===== src/rtl/vram_scheduler.sv =====
`default_nettype none
// +----------------------------------------------------------------------------+
// | Module      : vram_scheduler                                               |
// | Description : Arbitrates one synchronous single-port video RAM between the |
// |               scan-out fetch (fixed slots) and a CPU req/ready port. Owns  |
// |               the frame base, which is swapped only during vblank.         |
// | Option      : VRAM_CPU_BLANK_ONLY_EN - CPU is granted only outside active  |
// |               video, for RAMs that cannot interleave with scan-out.        |
// | Revision    : 1.0 - initial release                                        |
// +----------------------------------------------------------------------------+
module vram_scheduler #(
    parameter int                      H_REG_MAX          = 11,
    parameter int                      V_REG_MAX          = 11,
    parameter int                      V_VISIBLE_AREA     = 480,
    parameter int                      PIXELS_PER_WORD    = 4,
    parameter int                      ADDR_WIDTH         = 16,
    parameter int                      DATA_WIDTH         = 16,
    parameter logic [ADDR_WIDTH-1:0]   FRAME_BASE_DEFAULT = '0
) (
    input  logic                   pixel_clock,
    input  logic                   reset,
    input  logic [H_REG_MAX:0]     h_position,
    input  logic [V_REG_MAX:0]     v_position,
    input  logic                   visible_area,
    input  logic                   cpu_req,
    input  logic                   cpu_we,
    input  logic [ADDR_WIDTH-1:0]  cpu_addr,
    input  logic [DATA_WIDTH-1:0]  cpu_wdata,
    output logic                   cpu_ready,
    output logic [DATA_WIDTH-1:0]  cpu_rdata,
    output logic                   cpu_rvalid,
    input  logic                   base_we,
    input  logic [ADDR_WIDTH-1:0]  base_addr,
    output logic                   mem_en,
    output logic                   mem_we,
    output logic [ADDR_WIDTH-1:0]  mem_addr,
    output logic [DATA_WIDTH-1:0]  mem_wdata,
    input  logic [DATA_WIDTH-1:0]  mem_rdata,
    output logic [DATA_WIDTH-1:0]  display_word,
    output logic                   display_word_valid
);

    // Low h_position bits that select the pixel within a RAM word.
    localparam int                    c_SEL_W     = $clog2(PIXELS_PER_WORD);
    localparam logic [V_REG_MAX:0]    c_V_VISIBLE = V_VISIBLE_AREA[V_REG_MAX:0];
    localparam logic [ADDR_WIDTH-1:0] c_ADDR_ONE  = {{(ADDR_WIDTH-1){1'b0}}, 1'b1};

    // Return tags: which requester owns the RAM data coming back.
    localparam logic [1:0] c_TAG_NONE = 2'd0;
    localparam logic [1:0] c_TAG_DISP = 2'd1;
    localparam logic [1:0] c_TAG_CPU  = 2'd2;

    logic                  w_display_slot;
    logic                  w_vblank;
    logic                  w_cpu_gate;
    logic                  w_cpu_accept;
    logic                  w_unused;

    logic [1:0]            r_tag_s1;
    logic [1:0]            r_tag_s2;
    logic [ADDR_WIDTH-1:0] r_pending_base;
    logic [ADDR_WIDTH-1:0] r_active_base;
    logic [ADDR_WIDTH-1:0] r_fetch_ptr;

    // The word-select bits decide slots; the rest of h_position is not needed.
    assign w_unused = &{1'b0, h_position[H_REG_MAX:c_SEL_W]};

    assign w_display_slot = visible_area && (h_position[c_SEL_W-1:0] == '0);
    assign w_vblank       = (v_position >= c_V_VISIBLE);

`ifdef VRAM_CPU_BLANK_ONLY_EN
    // RAM cannot interleave: keep the CPU off the bus for all of active video.
    assign w_cpu_gate = !visible_area;
`else
    assign w_cpu_gate = 1'b1;
`endif

    // Display owns its slot outright; the CPU takes any other cycle.
    assign cpu_ready    = cpu_req && !w_display_slot && !reset && w_cpu_gate;
    assign w_cpu_accept = cpu_ready;

    // Read data is routed by the tag that travelled alongside the access.
    // Gating with reset kills a pulse for a read already in flight.
    assign display_word       = mem_rdata;
    assign display_word_valid = (r_tag_s2 == c_TAG_DISP) && !reset;
    assign cpu_rdata          = mem_rdata;
    assign cpu_rvalid         = (r_tag_s2 == c_TAG_CPU) && !reset;

    // Registered RAM strobes: display slot first, then CPU, else idle (address/data hold).
    always_ff @(posedge pixel_clock) begin
        if (reset) begin
            mem_en    <= 1'b0;
            mem_we    <= 1'b0;
            mem_addr  <= '0;
            mem_wdata <= '0;
        end else if (w_display_slot) begin
            mem_en    <= 1'b1;
            mem_we    <= 1'b0;
            mem_addr  <= r_fetch_ptr;
        end else if (w_cpu_accept) begin
            mem_en    <= 1'b1;
            mem_we    <= cpu_we;
            mem_addr  <= cpu_addr;
            mem_wdata <= cpu_wdata;
        end else begin
            mem_en    <= 1'b0;
            mem_we    <= 1'b0;
        end
    end

    // Two-stage tag pipe: stage 1 lines up with the RAM strobe, stage 2 with its data.
    always_ff @(posedge pixel_clock) begin
        if (reset) begin
            r_tag_s1 <= c_TAG_NONE;
            r_tag_s2 <= c_TAG_NONE;
        end else begin
            if (w_display_slot) begin
                r_tag_s1 <= c_TAG_DISP;
            end else if (w_cpu_accept && !cpu_we) begin
                r_tag_s1 <= c_TAG_CPU;
            end else begin
                r_tag_s1 <= c_TAG_NONE;
            end
            r_tag_s2 <= r_tag_s1;
        end
    end

    // Frame base and fetch pointer: swaps only in vblank so a frame never tears;
    // during active video the pointer just walks through contiguous lines.
    always_ff @(posedge pixel_clock) begin
        if (reset) begin
            r_pending_base <= FRAME_BASE_DEFAULT;
            r_active_base  <= FRAME_BASE_DEFAULT;
            r_fetch_ptr    <= FRAME_BASE_DEFAULT;
        end else begin
            if (base_we) begin
                r_pending_base <= base_addr;
            end
            if (w_vblank) begin
                r_active_base <= r_pending_base;
                r_fetch_ptr   <= r_active_base;
            end else if (w_display_slot) begin
                r_fetch_ptr   <= r_fetch_ptr + c_ADDR_ONE;
            end
        end
    end

endmodule
`default_nettype wire


===== config.mk =====
export PLATFORM = sky130hd
export DESIGN_NAME = vram_scheduler
export DESIGN_NICKNAME = d
export VERILOG_FILES = /design/src/rtl/vram_scheduler.sv
export SDC_FILE = /design/constraint.sdc
export NUM_CORES = 1
export LEC_CHECK = 0
export BUFFER_PORTS_ARGS = -buffer_cell sky130_fd_sc_hd__buf_2
export CORE_MARGIN = 2
export CORE_UTILIZATION = 31
export DETAILED_ROUTE_END_ITERATION = 10
export GPL_ROUTABILITY_DRIVEN = 0
export PLACE_DENSITY = 0.67
export SLEW_MARGIN = 20
export SYNTH_ARGS = -nofsm -noshare
export SYNTH_HDL_FRONTEND = slang
export SYNTH_SLANG_ARGS = --single-unit
export TNS_END_PERCENT = 50

===== constraint.sdc =====
create_clock -name pixel_clock -period 5.5 [get_ports pixel_clock]
set_clock_uncertainty 0.15 [all_clocks]
set_input_delay 0.55 -clock pixel_clock [delete_from_list [all_inputs] [get_ports pixel_clock]]
set_output_delay 0.55 -clock pixel_clock [all_outputs]
set_load 0.01 [all_outputs]

==> summary.md <==
| Metric | Value |
|---|---|
| Outcome | finished, final reports clean |
| Yosys warning count | 0 |
| Area delta synth->final | 19.1% |
| Die W | 112 µm |
| MaxCap Viol Count | 0 |
| Fmax | 370 MHz |
| Tcrit/Tclk final | 49.1% |
| Seq cells post-synth | 86 |
| Placed wire-length estimate | 5530 µm |
| Max_slew headroom | 47.3% |
| Clk buf depth | 2 |
| VDD IR-drop max | 0.153 mV |
| Initial Util | 31.7% |
| Initial DRC count | 121 |
| DRC | 0 |
| Vias per cell | 4.59 |
| Share of cells above drive strength 1 | 24.8% |
| Worst-Margin Slew | 783 ps |
| Initial antenna violation count | 1 |
| Reg2reg start | r_fetch_ptr[2]$_SDFFE_PP0P_ |
| Reg-to-reg endpoint | r_fetch_ptr[9]$_SDFFE_PP0P_ |
| Critical path origin | visible_area |
| Critical path class | in2out |
| HP Class | in2reg |
| First-pass GRT wire length | 12700 µm |
| Mapped Avg Cell Area | 8.67 µm² |
| Remaining antenna violation count | 0 |
| Finished Cell Area | 4320 µm² |
| Largest net degree at the start of global routing | 65 |
| Clock Latency Late Sink | 330 ps |
| Cts hold-fix bufs | 0 |
| Setup_tns | 0 ps |
| Netlist cell types | 29 |
| CP Capture Point | cpu_ready |
| Number of global-route vias before repair | 2692 |
| Reg2Reg Depth | 4 |
| Post-CTS setup buffer count | 0 |
| Gate Count Post-Synth | 418 |
| Pwr Density | 349 nW/µm² |
| Chip Height | 112 µm |
| TritonCTS Buffers | 9 |
| Placement Cell Area | 3970 µm² |
| Drt first pass iters | 4 |
| CTS tree | built |
| Setup crit end kind | output pin |
| Io pins | 163 |
| Post-synthesis cell area | 3620 µm² |
| Worst EP required | 4800 ps |
| # diodes | 0 |
| Sink Count | 86 |
| Post-synthesis sequential area ratio | 47.5% |
| Final setup violating endpoints | 0 |
| Die footprint | 12600 µm² |
| Power, Total | 1.51 mW |
| GR Util All Layers | 12.4% |
| Wire per inst | 12.6 µm |
| Core Area | 11400 µm² |
| GR Overflow Total | 0 |
| Fin. Hold Viols | 0 |
| Row Count | 39 |
| Total wire length | 7790 µm |
| RSZ-0062 raised after global routing | no |
| Root Driver | clkbuf_16 |
| Final nets | 565 |
| Syn Nets | 513 |
| PortBufs | 99 |
| Min Tclk post-route | 2700 ps |
| Via count | 2839 |
| Worst-path fanout max | 40 |
| H-tree depth | 3 |
| Slack of the worst reg-to-reg path | 3320 ps |
| Post_cts resized | 0 |
| Core Util, Final | 37.8% |
| Critical Path Start Type | input port |
| Clk pin slew, worst setup/hold paths | 60 ps |
| Hold path depth | 2 |
| CP Data Arrival Time | 2000 ps |
| Total leakage power | 1.86 nW |
| Final Slew Violations | 0 |
-- final cells by class --
type                            instances  area [µm²]
Clock buffer                           13         260
Clock inverter                          3        90.1
Fill cell                            1174        7100
Inverter                                2        7.51
Multi-Input combinational cell        270        1550
Sequential cell                        86        1720
Tap cell                              143         179
Timing Repair Buffer                  101         510
-- flip-flops by register name, summed over array words and instances (netlist names) --
signal	count
mem_addr	16
mem_wdata	16
r_active_base	16
r_fetch_ptr	16
r_pending_base	16
r_tag_s1	2
r_tag_s2	2
mem_en	1
mem_we	1
-- stage by stage --
step | setup slack (ps) | cells | hold WS, ps
final | 2800 | 618 | 245
after global routing | 2620 | 618 | 246
after CTS | 2780 | 618 | 234
after detailed placement | 2770 | 602 | 285
after global placement | 2810 | 602 | 266
after floorplan | 3260 | 418 | 264
-- power breakdown --
| part | internal (mW) | switching, mW | leakage [nW] |
|---|---|---|---|
| Clock | 0.469 | 0.225 | 0.170 |
| Combinational | 0.0605 | 0.0725 | 0.982 |
| Sequential | 0.658 | 0.0208 | 0.707 |
-- cells in the mapped netlist --
cell type | count | share of area [%]
xnor2_1 | 6 | 1.5
buf_2 | 1 | 0.14
or4_4 | 1 | 0.31
and4_1 | 4 | 0.97
ha_1 | 1 | 0.35
dfxtp_1 | 86 | 48
or3b_4 | 1 | 0.31
nor3_1 | 4 | 0.55
nor2b_1 | 2 | 0.35
and3_1 | 1 | 0.17
xor2_1 | 3 | 0.73
nand4_1 | 5 | 0.86
nor4_1 | 6 | 1.0
mux2i_1 | 32 | 8.8
and2_1 | 3 | 0.52
o21ai_0 | 2 | 0.28
nand3_1 | 2 | 0.28
or3_1 | 1 | 0.17
a211oi_1 | 29 | 6.0
a311oi_1 | 3 | 0.73
nor3b_1 | 3 | 0.62
buf_4 | 32 | 6.6
nand4bb_1 | 1 | 0.31
inv_1 | 2 | 0.21
nor2_1 | 54 | 5.6
a21oi_1 | 33 | 4.6
clkbuf_1 | 27 | 2.8
nand2_1 | 72 | 7.5
a31o_2 | 1 | 0.24
-- cell usage in the layout (no fill, tap or decap) --
cell type  instances
buf_2             99
dfxtp_1           86
nand2_1           72
nor2_1            54
a21oi_1           33
mux2i_1           32
a211oi_1          29
clkbuf_16          9
nor4_1             6
xnor2_1            6
nand4_1            5
nor3_1             4
and4_1             4
nor3b_1            3
and2_1             3
a311oi_1           3
xor2_1             3
bufinv_16          3
o21ai_0            2
nand3_1            2
inv_1              2
nor2b_1            2
clkbuf_1           2
clkbuf_8           2
buf_4              2
or3b_4             1
nand4bb_1          1
and3_1             1
or4_4              1
or3_1              1
a31o_2             1
ha_1               1
-- worst min path at each step --
stage / from / to
final: cpu_we / r_tag_s1[1]$_SDFF_PP0_
after global routing: cpu_we / r_tag_s1[1]$_SDFF_PP0_
after CTS: cpu_we / r_tag_s1[1]$_SDFF_PP0_
after detailed placement: r_tag_s1[0]$_SDFF_PP0_ / r_tag_s2[0]$_SDFF_PP0_
after global placement: r_tag_s1[0]$_SDFF_PP0_ / r_tag_s2[0]$_SDFF_PP0_
after floorplan: r_tag_s1[0]$_SDFF_PP0_ / r_tag_s2[0]$_SDFF_PP0_
-- layer usage --
layer | share of wire (%) | GRT usage, % | vias up
li1 | - | - | 1502
met1 | 48 | 16.0 | 1255
met2 | 42 | 18.2 | 62
met3 | 7.8 | 4.05 | 20
met4 | 2.8 | 7.07 | 0
met5 | 0 | 0 | -
-- critical path: stages --
cell     delay [ps]
buf_2           110
or3b_4          500
nand2_1         440
nor2_1          230
buf_2           160
-- kinds of logic (layout without fill, tap and decap cells) --
group	count (synthesis)	after routing	synth area share [%]
XOR/XNOR	9	9	2.18
AND/OR/NAND/NOR	160	160	19.5
AO/OA/AOI/OAI	68	68	11.8
multiplexers	32	32	8.84
flip-flops	86	86	47.5
adder cells (fa/ha/maj)	1	1	0.345
buffers and inverters	62	119	9.78
No activity file was read; power rests on OpenSTA's default activity.
